--- src/rtl/safe_pkg.sv ---
// Shared types and constants for the keypad safe controller.
package safe_pkg;

    // Controller states; the encoding is visible on the `state` output.
    typedef enum logic [2:0] {
        S_OFF    = 3'b000,
        S_ON     = 3'b001,
        S_WRONG1 = 3'b010,
        S_WRONG2 = 3'b011,
        S_OPEN   = 3'b100,
        S_RESET  = 3'b101,
        S_LOCK   = 3'b111
    } state_t;

    localparam logic [3:0] KEY_STAR   = 4'hA;
    localparam logic [3:0] KEY_HASH   = 4'hB;
    localparam int         MAX_DIGITS = 6;

    // Key index is row*3 + col, rows/cols counted from 0.
    function automatic logic [3:0] key_code_of(input logic [3:0] idx);
        logic [3:0] code;
        case (idx)
            4'd9:    code = KEY_STAR;
            4'd10:   code = 4'h0;
            4'd11:   code = KEY_HASH;
            default: code = idx + 4'd1;
        endcase
        return code;
    endfunction

    // Thermometer bar of the digit count, filled from bit 5 downward.
    function automatic logic [5:0] led_bar(input logic [2:0] n);
        return ~(6'h3F >> n);
    endfunction

endpackage

--- src/rtl/safe_keypad_debounce.sv ---
// Keypad front end: input synchronizers, per-key debounce and key event encoding.
module keypad_debounce
    import safe_pkg::*;
#(
    parameter int DEBOUNCE_CYCLES = 1000
) (
    input  logic       clk,
    input  logic       rst_n,
    input  logic [3:0] rows,
    input  logic [2:0] cols,
    input  logic       pw_btn,
    output logic       key_valid,
    output logic [3:0] key_code,
    output logic       pw_req
);

    localparam int             CW       = $clog2(DEBOUNCE_CYCLES + 1);
    localparam logic [CW-1:0]  CNT_LAST = CW'(DEBOUNCE_CYCLES - 1);

    logic [3:0]    row_s1, row_s2;
    logic [2:0]    col_s1, col_s2;
    logic          pw_s1, pw_s2, pw_d;
    logic [11:0]   deb;
    logic [CW-1:0] cnt [12];
    logic [11:0]   adv;
    logic [11:0]   rise;
    logic [3:0]    rise_idx;

    // Two-flop synchronizers for all asynchronous pad inputs.
    always_ff @(posedge clk or negedge rst_n) begin
        if (!rst_n) begin
            row_s1 <= '0;
            row_s2 <= '0;
            col_s1 <= '0;
            col_s2 <= '0;
            pw_s1  <= 1'b0;
            pw_s2  <= 1'b0;
        end else begin
            row_s1 <= rows;
            row_s2 <= row_s1;
            col_s1 <= cols;
            col_s2 <= col_s1;
            pw_s1  <= pw_btn;
            pw_s2  <= pw_s1;
        end
    end

    // A key's counter advances only while its row is strobed and its column disagrees with the debounced bit.
    always_comb begin
        adv      = '0;
        rise     = '0;
        rise_idx = '0;
        for (int unsigned r = 0; r < 4; r++) begin
            for (int unsigned c = 0; c < 3; c++) begin
                adv[r*3+c]  = row_s2[r] && (col_s2[c] != deb[r*3+c]);
                rise[r*3+c] = adv[r*3+c] && (cnt[r*3+c] == CNT_LAST) && !deb[r*3+c];
            end
        end
        for (int unsigned k = 0; k < 12; k++) begin
            if (rise[k]) rise_idx = 4'(k);
        end
    end

    // Debounce counters; the debounced bit toggles when a counter completes its run.
    always_ff @(posedge clk or negedge rst_n) begin
        if (!rst_n) begin
            deb <= '0;
            for (int unsigned k = 0; k < 12; k++) cnt[k] <= '0;
        end else begin
            for (int unsigned k = 0; k < 12; k++) begin
                if (adv[k]) begin
                    if (cnt[k] == CNT_LAST) begin
                        cnt[k] <= '0;
                        deb[k] <= ~deb[k];
                    end else begin
                        cnt[k] <= cnt[k] + 1'b1;
                    end
                end else begin
                    cnt[k] <= '0;
                end
            end
        end
    end

    // One-cycle key event on a single press edge; simultaneous presses are discarded.
    always_ff @(posedge clk or negedge rst_n) begin
        if (!rst_n) begin
            key_valid <= 1'b0;
            key_code  <= '0;
            pw_d      <= 1'b0;
            pw_req    <= 1'b0;
        end else begin
            key_valid <= ($countones(rise) == 1);
            key_code  <= key_code_of(rise_idx);
            pw_d      <= pw_s2;
            pw_req    <= pw_s2 & ~pw_d;
        end
    end

endmodule

--- src/rtl/safe.sv ---
// Digital safe controller: entry buffer, password store and attempt-limited unlock FSM.
module safe
    import safe_pkg::*;
#(
    parameter int          DEBOUNCE_CYCLES = 1000,
    parameter logic [23:0] DEFAULT_PW      = 24'h001234,
    parameter int          DEFAULT_LEN     = 4
) (
    input  logic       clk,
    input  logic       initialize,
    input  logic       row1,
    input  logic       row2,
    input  logic       row3,
    input  logic       row4,
    input  logic       col1,
    input  logic       col2,
    input  logic       col3,
    input  logic       reset_password,
    output logic [5:0] password_led,
    output logic [2:0] state
);

    localparam logic [2:0] DEF_LEN = 3'(DEFAULT_LEN);
    localparam logic [2:0] MAX_LEN = 3'(MAX_DIGITS);

    logic        key_valid;
    logic [3:0]  key_code;
    logic        pw_req;
    state_t      st;
    logic [23:0] entry;
    logic [2:0]  entry_len;
    logic [23:0] password;
    logic [2:0]  pw_len;
    logic        match;

    keypad_debounce #(
        .DEBOUNCE_CYCLES(DEBOUNCE_CYCLES)
    ) u_keypad (
        .clk      (clk),
        .rst_n    (initialize),
        .rows     ({row4, row3, row2, row1}),
        .cols     ({col3, col2, col1}),
        .pw_btn   (reset_password),
        .key_valid(key_valid),
        .key_code (key_code),
        .pw_req   (pw_req)
    );

    assign state = st;
    assign match = (entry_len == pw_len) && (entry == password);

    // Controller FSM with entry buffer, password store and registered LED bar.
    always_ff @(posedge clk or negedge initialize) begin
        if (!initialize) begin
            st           <= S_OFF;
            entry        <= '0;
            entry_len    <= '0;
            password     <= DEFAULT_PW;
            pw_len       <= DEF_LEN;
            password_led <= '0;
        end else begin
            case (st)
                S_OFF: begin
                    if (key_valid && key_code == KEY_STAR) begin
                        st           <= S_ON;
                        entry        <= '0;
                        entry_len    <= '0;
                        password_led <= '0;
                    end
                end
                S_ON, S_WRONG1, S_WRONG2, S_RESET: begin
                    if (key_valid) begin
                        if (key_code <= 4'd9) begin
                            if (entry_len < MAX_LEN) begin
                                entry        <= {entry[19:0], key_code};
                                entry_len    <= entry_len + 3'd1;
                                password_led <= led_bar(entry_len + 3'd1);
                            end
                        end else if (key_code == KEY_STAR) begin
                            entry        <= '0;
                            entry_len    <= '0;
                            password_led <= '0;
                        end else if (key_code == KEY_HASH) begin
                            if (st == S_RESET) begin
                                if (entry_len != 3'd0) begin
                                    password     <= entry;
                                    pw_len       <= entry_len;
                                    st           <= S_OFF;
                                    entry        <= '0;
                                    entry_len    <= '0;
                                    password_led <= '0;
                                end
                            end else begin
                                entry        <= '0;
                                entry_len    <= '0;
                                password_led <= '0;
                                if (match)              st <= S_OPEN;
                                else if (st == S_ON)    st <= S_WRONG1;
                                else if (st == S_WRONG1) st <= S_WRONG2;
                                else                    st <= S_LOCK;
                            end
                        end
                    end
                end
                S_OPEN: begin
                    if (pw_req) begin
                        st           <= S_RESET;
                        entry        <= '0;
                        entry_len    <= '0;
                        password_led <= '0;
                    end else if (key_valid && key_code == KEY_HASH) begin
                        st           <= S_OFF;
                        password_led <= '0;
                    end
                end
                S_LOCK: begin
                    password_led <= '0;
                end
                default: begin
                    st           <= S_OFF;
                    password_led <= '0;
                end
            endcase
        end
    end

endmodule

--- config.mk ---
export PLATFORM = sky130hd
export DESIGN_NAME = safe
export DESIGN_NICKNAME = d
export VERILOG_FILES = /design/src/rtl/safe_pkg.sv /design/src/rtl/safe_keypad_debounce.sv /design/src/rtl/safe.sv
export SDC_FILE = /design/constraint.sdc
export NUM_CORES = 1
export LEC_CHECK = 0
export CELL_PAD_IN_SITES_DETAIL_PLACEMENT = 0
export CELL_PAD_IN_SITES_GLOBAL_PLACEMENT = 1
export CORE_MARGIN = 1.5
export CORE_UTILIZATION = 29
export CTS_BUF_LIST = sky130_fd_sc_hd__clkbuf_16
export CTS_CLUSTER_SIZE = 30
export DETAILED_ROUTE_END_ITERATION = 16
export GPL_TIMING_DRIVEN = 0
export PLACE_DENSITY = 0.51
export SLEW_MARGIN = 20
export SYNTH_ARGS = -nofsm -noshare
export SYNTH_HDL_FRONTEND = slang
export SYNTH_SLANG_ARGS = --single-unit
export TNS_END_PERCENT = 1
--- constraint.sdc ---
create_clock -name clk -period 11.3 [get_ports clk]
set_input_delay 1.695 -clock clk [delete_from_list [all_inputs] [get_ports clk]]
set_output_delay 1.695 -clock clk [all_outputs]
set_load 0.01 [all_outputs]
==> out/results.tsv <==
metric	value	unit
status	complete, no violations	
maxcap violations	0	
first-pass detailed-route iteration total	4	
drt drc	0	
FILL cells	3722	
CTS buffer count	27	
Starting Density	29.4	%
sequential area share after synthesis	52.6	%
cts hold-fix bufs	0	
Syn Inst Count	1017	
# clock sinks	218	
worst r2r path cells	13	
CP Data Arrival Time	4.86	ns
total power	0.00158	W
antenna diode instance count	0	
IO Port Bufs	18	
total number of vias	6981	
post-place setup slack	6.82	ns
pwr/cell area	132	mW/mm^2
Site Rows	69	
Reg-to-Reg Start	u_keypad.cnt[100]	
Yosys reg bits	218	
Min-Delay Path Class	reg -> reg	
commonest non-fill, non-tap cells in the layout	dfrtp_1 (212), nor2_1 (123), nand2_1 (106)	
Final Max Slew Viols	0	
peak supply drop	0.115	mV
CTS resizes	0	
sequential standard cell area	0.00546	mm^2
Die H	192	um
end of the worst register-to-register path	u_keypad.key_valid	
WP depth	13	
Setup-failing EPs final	0	
Final Hold Vio Count	0	
fin crit share	39.1	%
clock latency on the worst-skew pair	0.52	ns
xor/xnor share of the synthesized area	9.52	%
Worst-Margin Slew	0.817	ns
Critical Path End	u_keypad.key_valid	
CTS tree	built	
Crit-path slowest cell	nor4_1	
post-route insts no fill	1545	
Synth Area in Simple Gates	19.5	%
H-tree levels	1	
first-pass GRT wire length	35300	um
number of synthesis warnings	0	
initial DRC count	289	
Synth Area in Compound Gates	5.98	%
Post CTS Setup Buffer Count	0	
Routed Antenna Nets	0	
Post-Syn Nets	1067	
num ports	19	
CTS Root Cell	clkbuf_16	
internal reg-to-reg setup slack	6.88	ns
die area	0.0370	mm^2
wire per inst	13.2	um
most common flop cell mapped by yosys	dfrtp_1	
GR Util All Layers	11.6	%
GP Congestion	0.704	
Net Switching	0.000356	W
post-synthesis adder-cell area fraction	5.42	%
FFs w/ async S/R, synth	100	%
Pint	0.00123	W
Area Overhead vs Synth	15.2	%
initial antenna violation count	0	
mux cell area share after synthesis	4.21	%
Core Area	0.0354	mm^2
Critical Path Max Stage Delay	0.69	ns
crit path launch	u_keypad.cnt[100]	
family with the most delay on the worst path	adder cells	
sw frac	22.5	%
Clock Tree Buf Depth	3	
placed cells	1498	
Worst-path clk slew	0.06	ns
most frequent CP cell	fa_1	
share of cells above drive strength 1	9.04	%
achievable clock frequency	226	MHz
startpoint types	register	
crit-path max FO	4	
Leak	5.30	nW
Mapped Avg Cell Area	10.2	um^2
largest family of logic cells by synthesized area	simple AND/OR/NAND/NOR gates	
Comb pwr share	2.7	%
multi-input logic area	0.00464	mm^2
RSZ-0062 raised after global routing	false	
Post-synth EDFFs	0	
Syn Std Cell Area	0.0104	mm^2
grt ovf	0	
CP Buf/Inv Count	2	
Die W	192	um
Worst EP required	11.75	ns
Max-Slew Margin vs Limit	45.3	%
Seq pwr share	50.1	%
number of global-route vias before repair	7098	
min cycle time layout	4.42	ns
CP Capture Type	register	
synth unique cells	50	
routed wire length	20300	um
post-DP HPWL	13800	um
sequence of cells on the critical path	ha_1 > nand4b_1 > nor4_1 > ha_1 > inv_1 > fa_1 > fa_1 > fa_1 > inv_1 > ha_1 > fa_1 > o21ai_0 > and4b_1	
setup ws final	6.88	ns
Vias/cell	4.52	
Nets	1116	
skew final	0.0119	ns
largest net degree at the start of global routing	89	
Clock power frac	47.2	%
kind of critical path	reg -> reg	
most common cell after layout, fill and taps aside	dfrtp_1	
[layer usage]
metal	part of all wire, %	GRT usage [%]	vias up
li1	-	-	3538
met1	50	16.2	3351
met2	45	18.8	60
met3	2.5	1.85	32
met4	2.3	3.10	0
met5	0	0	-
[through the flow]
step | instance area [um^2] | hold slack [ns] | utilization [%] | TNS, ns
2_1_floorplan | 10400 | 0.331 | - | 0
3_3_place_gp | 11100 | 0.332 | 31.5 | -320.72
3_5_place_dp | 11200 | 0.335 | 31.7 | 0
4_1_cts | 12000 | 0.347 | 33.8 | 0
5_1_grt | 12000 | 0.353 | 33.8 | 0
6_report | 12000 | 0.346 | 33.8 | 0
[cells in the mapped netlist, types with 12 or more instances]
| cell type | instances | share of area (%) |
|---|---|---|
| dfrtp_1 | 212 | 51 |
| nor2_1 | 123 | 4.4 |
| nand2_1 | 106 | 3.8 |
| xor2_1 | 70 | 5.9 |
| nand3_1 | 62 | 3.0 |
| o21ai_0 | 60 | 2.9 |
| inv_1 | 48 | 1.7 |
| xnor2_1 | 43 | 3.6 |
| mux2_2 | 38 | 4.1 |
| ha_1 | 33 | 4.0 |
| a21oi_1 | 27 | 1.3 |
| clkbuf_1 | 26 | 0.94 |
| or3_1 | 21 | 1.3 |
| nor3_1 | 16 | 0.77 |
| nand4_1 | 15 | 0.90 |
| and3_1 | 13 | 0.78 |
| nor2b_1 | 12 | 0.72 |
[worst reg2reg max path, stage by stage, from the launching register on]
cell	delay, ns
dfrtp_1	0.38
ha_1	0.22
nand4b_1	0.14
nor4_1	0.69
ha_1	0.36
inv_1	0.08
fa_1	0.43
fa_1	0.50
fa_1	0.51
inv_1	0.04
ha_1	0.21
fa_1	0.38
o21ai_0	0.18
and4b_1	0.23
[registers in the layout (all words and copies together) (netlist names), 3 cells and up]
signal,cells
u_keypad.row_s2,4
u_keypad.col_s1,3
u_keypad.cnt,120
state,3
u_keypad.row_s1,4
u_keypad.deb,12
pw_len,3
entry_len,3
password,24
u_keypad.key_code,4
password_led,6
entry,24
u_keypad.col_s2,3
[worst min path at each step]
stage,slack (ns),depth (start not counted),end,startpoint
floorplan,0.33,0,u_keypad.col_s2[0],u_keypad.col_s1[0]
global placement,0.33,0,u_keypad.row_s2[2],u_keypad.row_s1[2]
detailed placement,0.33,0,u_keypad.col_s2[0],u_keypad.col_s1[0]
CTS,0.35,0,u_keypad.col_s2[0],u_keypad.col_s1[0]
global route,0.35,0,u_keypad.col_s2[0],u_keypad.col_s1[0]
finish,0.35,0,u_keypad.col_s2[0],u_keypad.col_s1[0]
[power by group through the flow]
| stage | sequential, W | clock [W] | combinational (W) |
|---|---|---|---|
| after floorplan | 0.000806 | 0 | 0.0000170 |
| after global routing | 0.000794 | 0.000820 | 0.0000515 |
| final | 0.000794 | 0.000748 | 0.0000431 |
| after global placement | 0.000808 | 0 | 0.0000435 |
| after detailed placement | 0.000807 | 0 | 0.0000459 |
| after CTS | 0.000793 | 0.000787 | 0.0000461 |
[final cells by class]
cell class                 count  area share [%]
buffer                        28           0.899
clock inverter                20           0.711
sequential                   218            45.6
tap                          461            4.82
multi-input combinational    723            38.8
clock buffer                  27            5.64
timing repair buffer          20            2.01
inverter                      48            1.51
[logic make-up (layout without fill, tap and decap cells)]
| kind of cell | Yosys count | after routing |
|---|---|---|
| xor+xnor | 113 | 113 |
| simple gates | 419 | 419 |
| flops | 218 | 218 |
| buf+inv | 76 | 143 |
| compound gates | 111 | 111 |
| fa+ha+maj | 41 | 41 |
| mux | 39 | 39 |
Note: power is estimated with default switching activity, not from simulation.
